==> src/rtl/mc_pkg.sv <==
// Shared encodings for the multicycle CPU: branch conditions, PC sources and
// the fetch FSM states.
package mc_pkg;

  localparam logic [2:0] BR_NONE = 3'b000;
  localparam logic [2:0] BR_EQ   = 3'b001;
  localparam logic [2:0] BR_NE   = 3'b010;
  localparam logic [2:0] BR_LT   = 3'b011;
  localparam logic [2:0] BR_GT   = 3'b100;
  localparam logic [2:0] BR_EQZ  = 3'b101;

  localparam logic [1:0] PCS_ALU    = 2'b00;
  localparam logic [1:0] PCS_ALUREG = 2'b01;
  localparam logic [1:0] PCS_JUMP   = 2'b10;
  localparam logic [1:0] PCS_BRANCH = 2'b11;

  typedef enum logic [1:0] {
    StIdle  = 2'b00,
    StFetch = 2'b01,
    StDone  = 2'b10
  } fetch_state_e;

endpackage

==> src/rtl/pc_fetch_unit_if.sv <==
// Instruction-memory request/acknowledge bus between the fetch unit and memory.
interface pc_fetch_unit_if #(
  parameter int unsigned DATA_SIZE = 32,
  parameter int unsigned ADDR_W    = 32
);
  logic                 imem_req;
  logic [ADDR_W-1:0]    imem_addr;
  logic                 imem_ack;
  logic [DATA_SIZE-1:0] imem_rdata;

  modport master (output imem_req, imem_addr, input imem_ack, imem_rdata);
  modport slave  (input imem_req, imem_addr, output imem_ack, imem_rdata);
endinterface

==> src/rtl/branch_eval.sv <==
// Combinational branch-condition evaluator; shared with future pipelined cores.
module branch_eval
  import mc_pkg::*;
#(
  parameter int unsigned DATA_SIZE = 32
) (
  input  logic [DATA_SIZE-1:0] reg_a,
  input  logic [DATA_SIZE-1:0] reg_b,
  input  logic [2:0]           branch_type,
  output logic                 branch_taken
);

  always_comb begin
    branch_taken = 1'b0;
    case (branch_type)
      BR_EQ:   branch_taken = (reg_a == reg_b);
      BR_NE:   branch_taken = (reg_a != reg_b);
      BR_LT:   branch_taken = ($signed(reg_a) < $signed(reg_b));
      BR_GT:   branch_taken = ($signed(reg_a) > $signed(reg_b));
      BR_EQZ:  branch_taken = (reg_a == '0);
      default: branch_taken = 1'b0;
    endcase
  end

endmodule

==> src/rtl/pc_fetch_unit.sv <==
// Program counter, instruction register and variable-latency fetch FSM with
// timeout, plus next-PC selection for jumps, branches and ALU targets.
module pc_fetch_unit
  import mc_pkg::*;
#(
  parameter int unsigned       DATA_SIZE = 32,
  parameter int unsigned       ADDR_W    = 32,
  parameter logic [ADDR_W-1:0] RESET_PC  = '0,
  parameter int unsigned       TIMEOUT   = 15
) (
  input  logic                 clk,
  input  logic                 reset,
  input  logic                 fetch_start,
  output logic                 fetch_done,
  output logic                 fetch_err,
  output logic                 busy,
  pc_fetch_unit_if.master      imem,
  output logic [DATA_SIZE-1:0] ir,
  output logic [ADDR_W-1:0]    pc,
  input  logic                 pc_write,
  input  logic [1:0]           pc_source,
  input  logic [DATA_SIZE-1:0] alu_wire,
  input  logic [DATA_SIZE-1:0] alu_reg,
  input  logic [2:0]           branch_type,
  input  logic [DATA_SIZE-1:0] reg_a,
  input  logic [DATA_SIZE-1:0] reg_b,
  output logic                 branch_taken
);

  localparam int unsigned CntW = $clog2(TIMEOUT + 1);

  fetch_state_e         state_q, state_d;
  logic [CntW-1:0]      cnt_q, cnt_d;
  logic [ADDR_W-1:0]    addr_q, addr_d;
  logic [ADDR_W-1:0]    pc_q, pc_d;
  logic [DATA_SIZE-1:0] ir_q, ir_d;
  logic                 err_q, err_d;
  logic [ADDR_W-1:0]    jmp_off, br_off, pc_next;
  logic [1:0]           eff_src;

  branch_eval #(
    .DATA_SIZE(DATA_SIZE)
  ) u_branch_eval (
    .reg_a       (reg_a),
    .reg_b       (reg_b),
    .branch_type (branch_type),
    .branch_taken(branch_taken)
  );

  // Offsets come from the registered ir, never from the incoming memory word.
  assign jmp_off = ADDR_W'($signed(ir_q[25:0]));
  assign br_off  = ADDR_W'($signed(ir_q[15:0]));
  assign eff_src = branch_taken ? PCS_BRANCH : pc_source;

  always_comb begin
    pc_next = pc_q;
    unique case (eff_src)
      PCS_ALU:    pc_next = alu_wire[ADDR_W-1:0];
      PCS_ALUREG: pc_next = alu_reg[ADDR_W-1:0];
      PCS_JUMP:   pc_next = pc_q + jmp_off;
      PCS_BRANCH: pc_next = pc_q + br_off;
      default:    pc_next = pc_q;
    endcase
  end

  always_comb begin
    state_d = state_q;
    cnt_d   = cnt_q;
    addr_d  = addr_q;
    ir_d    = ir_q;
    err_d   = err_q;
    pc_d    = pc_q;
    unique case (state_q)
      StIdle: begin
        if (fetch_start) begin
          state_d = StFetch;
          cnt_d   = '0;
          addr_d  = pc_q;
        end
      end
      StFetch: begin
        if (imem.imem_ack) begin
          ir_d    = imem.imem_rdata;
          state_d = StDone;
        end else if (cnt_q == CntW'(TIMEOUT - 1)) begin
          err_d   = 1'b1;
          state_d = StIdle;
        end else begin
          cnt_d = cnt_q + 1'b1;
        end
      end
      StDone:  state_d = StIdle;
      default: state_d = StIdle;
    endcase
    // Dropping writes mid-fetch keeps the in-flight address coherent with pc.
    if (pc_write && state_q != StFetch) pc_d = pc_next;
  end

  always_ff @(posedge clk) begin
    if (reset) begin
      state_q <= StIdle;
      cnt_q   <= '0;
      addr_q  <= RESET_PC;
      pc_q    <= RESET_PC;
      ir_q    <= '0;
      err_q   <= 1'b0;
    end else begin
      state_q <= state_d;
      cnt_q   <= cnt_d;
      addr_q  <= addr_d;
      pc_q    <= pc_d;
      ir_q    <= ir_d;
      err_q   <= err_d;
    end
  end

  assign imem.imem_req  = (state_q == StFetch);
  assign imem.imem_addr = addr_q;
  assign fetch_done     = (state_q == StDone);
  assign busy           = (state_q != StIdle);
  assign fetch_err      = err_q;
  assign ir             = ir_q;
  assign pc             = pc_q;

endmodule

==> src/flat_wrapper.sv <==
// flat-port wrapper written by rule: the top's interface ports become plain ports
module pc_fetch_unit_flat import mc_pkg::*;
#(
  parameter int unsigned       DATA_SIZE = 32,
  parameter int unsigned       ADDR_W    = 32,
  parameter logic [ADDR_W-1:0] RESET_PC  = '0,
  parameter int unsigned       TIMEOUT   = 15
)
  (clk, reset, fetch_start, fetch_done, fetch_err, busy, ir, pc, pc_write, pc_source, alu_wire, alu_reg, branch_type, reg_a, reg_b, branch_taken, imem_imem_req, imem_imem_addr, imem_imem_ack, imem_imem_rdata);
  pc_fetch_unit_if #(.DATA_SIZE(DATA_SIZE), .ADDR_W(ADDR_W)) imem_i ();
  input  logic clk;
  input  logic reset;
  input  logic fetch_start;
  output logic fetch_done;
  output logic fetch_err;
  output logic busy;
  output logic [DATA_SIZE-1:0] ir;
  output logic [ADDR_W-1:0] pc;
  input  logic pc_write;
  input  logic [1:0] pc_source;
  input  logic [DATA_SIZE-1:0] alu_wire;
  input  logic [DATA_SIZE-1:0] alu_reg;
  input  logic [2:0] branch_type;
  input  logic [DATA_SIZE-1:0] reg_a;
  input  logic [DATA_SIZE-1:0] reg_b;
  output logic branch_taken;
  output wire logic [$bits(imem_i.imem_req)-1:0] imem_imem_req;
  output wire logic [$bits(imem_i.imem_addr)-1:0] imem_imem_addr;
  input wire logic [$bits(imem_i.imem_ack)-1:0] imem_imem_ack;
  input wire logic [$bits(imem_i.imem_rdata)-1:0] imem_imem_rdata;
  assign imem_imem_req = imem_i.imem_req;
  assign imem_imem_addr = imem_i.imem_addr;
  assign imem_i.imem_ack = imem_imem_ack;
  assign imem_i.imem_rdata = imem_imem_rdata;
  pc_fetch_unit #(.DATA_SIZE(DATA_SIZE), .ADDR_W(ADDR_W), .RESET_PC(RESET_PC), .TIMEOUT(TIMEOUT)) u_core (.clk(clk), .reset(reset), .fetch_start(fetch_start), .fetch_done(fetch_done), .fetch_err(fetch_err), .busy(busy), .imem(imem_i), .ir(ir), .pc(pc), .pc_write(pc_write), .pc_source(pc_source), .alu_wire(alu_wire), .alu_reg(alu_reg), .branch_type(branch_type), .reg_a(reg_a), .reg_b(reg_b), .branch_taken(branch_taken));
endmodule
==> config.mk <==
export PLATFORM = sky130hd
export DESIGN_NAME = pc_fetch_unit_flat
export DESIGN_NICKNAME = d
export VERILOG_FILES = /design/src/rtl/mc_pkg.sv /design/src/rtl/pc_fetch_unit_if.sv /design/src/rtl/branch_eval.sv /design/src/rtl/pc_fetch_unit.sv /design/src/flat_wrapper.sv
export SDC_FILE = /design/constraint.sdc
export NUM_CORES = 1
export LEC_CHECK = 0
export BUFFER_PORTS_ARGS = -buffer_cell sky130_fd_sc_hd__buf_2
export CORE_ASPECT_RATIO = 1.5
export CORE_MARGIN = 8
export CORE_UTILIZATION = 50
export DETAILED_ROUTE_END_ITERATION = 7
export GPL_TIMING_DRIVEN = 0
export HOLD_SLACK_MARGIN = 0.06
export PLACE_DENSITY = 0.82
export RECOVER_POWER = 50
export SETUP_SLACK_MARGIN = 0.4
export SYNTH_ARGS = -nofsm -noshare
export SYNTH_HDL_FRONTEND = slang
export SYNTH_SLANG_ARGS = --single-unit
==> constraint.sdc <==
create_clock -name clk -period 6.89 [get_ports clk]
set_input_delay 1.378 -clock clk [delete_from_list [all_inputs] [get_ports clk]]
set_output_delay 1.378 -clock clk [all_outputs]
set_load 0.01 [all_outputs]
==> impl_results.md <==
- LEAKAGE: 0.00416 µW
- Max-slew headroom: 34.6%
- Tmin final: 6.31 ns
- Core area: 13500 µm²
- RePlAce Congestion: 0.975
- Post-synthesis cell count: 905
- Post-synthesis sequential area ratio: 30.0%
- Worst R2R Start: u_core.ir[15]$_SDFFE_PP0P_
- Outcome: finished, final reports clean
- CP startpoint: reg_a[31]
- CP top delay family: compound AO/OA/AOI/OAI gates
- VDD IR-drop max: 0.124 mV
- Number of synthesized flops with an enable pin: 0
- Count of cell types in the netlist: 57
- Synth area leaders: dfxtp_1, ha_1, a21oi_1
- Clk pwr share: 31.3%
- Syn Std Cell Area: 6870 µm²
- Fraction of registers with async set/reset: 0%
- Crit share post-route: 91.5%
- Area Overhead vs Synth: 26.1%
- Setup WS pre-CTS: -0.000205 ns
- PnR worst setup slack: 0.582 ns
- Antenna Violating Nets Remaining: 0
- CTS Hold Bufs: 0
- Yosys top cell area share: 30.0%
- Final nets: 1425
- Top_reg_cell synth: dfxtp_1
- Initial core utilization: 51.0%
- Vias/cell: 5.62
- Number of max-cap violations: 0
- Drt wl/cell: 18.3 µm
- Clock sink total: 103
- Die area: 17800 µm²
- Layout fillers: 1323
- Initial antenna violation count: 2
- Pin count of the biggest net entering global routing: 17
- DP Wirelength: 20200 µm
- Unrepaired setup endpoints after global routing: true
- Chip height: 160 µm
- Final Skew: 0.00614 ns
- Fin. Hold Viols: 0
- Min-Delay Path Class: reg -> reg
- CP required: 7.16 ns
- IO Pins: 271
- CP Cell Sequence: buf_2 -> ha_1 -> nand4_1 -> nor4_4 -> a21oi_1 -> a311oi_2 -> inv_2 -> a211o_1 -> and3_1 -> clkbuf_1 -> a21o_1 -> ha_1 -> clkbuf_2 -> nand4_1 -> o221ai_1 -> a31oi_1 -> o21ai_1 -> nor4_1 -> o21ai_1 -> a221o_1 -> a21oi_1 -> or4b_1 -> a31oi_1
- Setup crit start kind: input port
- Pint: 1070 µW
- H-tree levels: 3
- Final setup viols: 0
- PD cells: 184 nW/µm²
- Crit Path Max Fanout: 10
- Share of cells above drive strength 1: 19.4%
- DRC violations left: 0
- R2r worst-path depth: 15
- GR Layer Usage met1: 25.9%
- Cell depth of the worst hold path: 2
- Combinational Power Share: 27.0%
- Switching share of power: 33.1%
- Post-synth top area cell: dfxtp_1
- Drt total wl: 24800 µm
- Total CTS buffers: 9
- GRT met2 Usage: 50.7%
- Met3 GRT Util: 6.57%
- WP buf/inv: 4
- CP endpoint kind: flop
- Total number of vias: 7620
- Setup TNS Final: 0 ns
- Vias in the first global route: 7693
- CP max-delay cell: or4b_1
- Chip width: 112 µm
- Worst-Skew Late Latency: 0.35 ns
- CTS clk-pin slew, worst paths: 0.07 ns
- #FFs+latches synth: 103
- Hold Slack: 0.453 ns
- Worst Min Path Start: u_core.imem.imem_addr[24]$_SDFFE_PP0P_
- Critical path class: in -> reg
- Root buf cell: clkbuf_16
- Net Count, Synth: 1142
- First-pass GRT wire length: 38400 µm
- Avg Cell Area, Syn: 7.59 µm²
- IO Port Bufs: 268
- TritonCTS clock tree: done
- Arr. time, crit path: 6.58 ns
- DR pass1 iterations: 5
- Max Slew Vio Count: 0
- Busiest grt layer: met2
- DRC marker count from the first detailed-route iteration: 376
- Total GRT Usage: 26.8%
- Worst-case clock buffer depth: 2
- Row count: 52
- Seq pwr share: 41.7%
- Max Freq: 159 MHz
- Slew @ Worst Pin: 0.981 ns
- WP depth: 23
- Yosys warning count: 0
- Grt total ovfl: 0
- Max incr delay on CP: 0.51 ns
- Sw Pwr: 526 µW
[worst reg2reg max path, stage by stage, from the launching register on]
cell and delay (ns):
dfxtp_1 0.50, and3_1 0.21, clkbuf_1 0.32, a21o_1 0.18, ha_1 0.23, clkbuf_2 0.16
a21oi_1 0.18, o221ai_1 0.15, a31oi_1 0.21, o21ai_1 0.13, o41ai_1 0.55, o21bai_1 0.11
a21oi_1 0.19, xor2_1 0.16, mux2i_1 0.09, a22o_1 0.23
[area by class of cell]
cell class                 count  area [µm²]  share of cell area, %
sequential                   103        2060                   23.8
antenna                        1        2.50                 0.0289
clock inverter                 4        28.8                  0.332
tap                          162         203                   2.34
multi-input combinational    708        4470                   51.6
timing repair buffer         272        1280                   14.7
buffer                        47         183                   2.11
clock buffer                  12         256                   2.96
inverter                      47         176                   2.04
[repair_timing]
action | 4_1_cts | 5_1_grt
pin swaps | 0 | 3
cloned | 0 | 0
setup buffers | 0 | 4
endpoints found under the setup margin | 1 | 2
resized for setup | 1 | 4
[power by group through the flow]
stage	clock, µW	sequential [µW]	combinational [µW]
global route	525	668	475
finish	498	664	430
detailed placement	0	676	430
global placement	0	675	421
CTS	501	663	432
floorplan	0	683	249
[synthesized netlist by cell type (all sizes together) (13+ instances only)]
| cell type | instances |
|---|---|
| a211oi | 15 |
| a21o | 32 |
| a21oi | 131 |
| clkbuf | 41 |
| dfxtp | 103 |
| ha | 66 |
| inv | 47 |
| mux2i | 28 |
| nand2 | 171 |
| nor2 | 53 |
| nor3 | 24 |
| nor4 | 13 |
| o21ai | 28 |
| xnor2 | 16 |
| xor2 | 14 |
[routing by layer]
layer  routed length [µm]  part of all wire [%]
met1                 9140                    37
met2                12900                    52
met3                 1590                   6.4
met4                 1140                   4.6
met5                    8                 0.032
[sequential cells by signal (all words and copies together), names as in the netlist]
signal	count
u_core.ir	32
u_core.state_q	2
u_core.fetch_err	1
u_core.cnt_q	4
u_core.pc	32
u_core.imem.imem_addr	32
[cell families (layout without fill, tap and decap cells)]
kind of cell,count (synthesis),count (layout),synth area share [%]
AND/OR/NAND/NOR,317,317,20.4
AO/OA/AOI/OAI,258,258,22.6
flip-flops,103,103,30.0
buffers and inverters,94,382,5.21
adder cells (fa/ha/maj),67,67,12.3
multiplexers,36,36,5.57
XOR/XNOR,30,30,3.83
other,0,1,0
[worst paths after layout]
check,endpoint,slack [ns]
setup / recovery,u_core.pc[31]$_SDFFE_PP0P_,0.58
hold / removal,u_core.imem.imem_addr[24]$_SDFFE_PP0P_,0.45
setup reg to reg,u_core.pc[25]$_SDFFE_PP0P_,3.17
hold reg to reg,u_core.imem.imem_addr[24]$_SDFFE_PP0P_,0.45
[layout by cell type (no fill, tap or decap), drive strengths merged, types with 28 or more instances in the layout]
| master | n |
|---|---|
| buf | 201 |
| mux2i | 28 |
| nand2 | 171 |
| a21o | 32 |
| o21ai | 28 |
| inv | 48 |
| nor2 | 53 |
| a21oi | 131 |
| clkbuf | 130 |
| ha | 66 |
| dfxtp | 103 |
[metrics by stage]
step / total power (µW) / utilization, % / area [µm²] / std cells
CTS: 1600 / 64.6 / 8700 / 1351
global route: 1670 / 64.3 / 8660 / 1356
global placement: 1100 / 62.5 / 8410 / 1335
detailed placement: 1110 / 62.5 / 8410 / 1335
finish: 1590 / 64.3 / 8660 / 1356
floorplan: 932 / - / 6870 / 905
(Power assumes the default switching activity.)
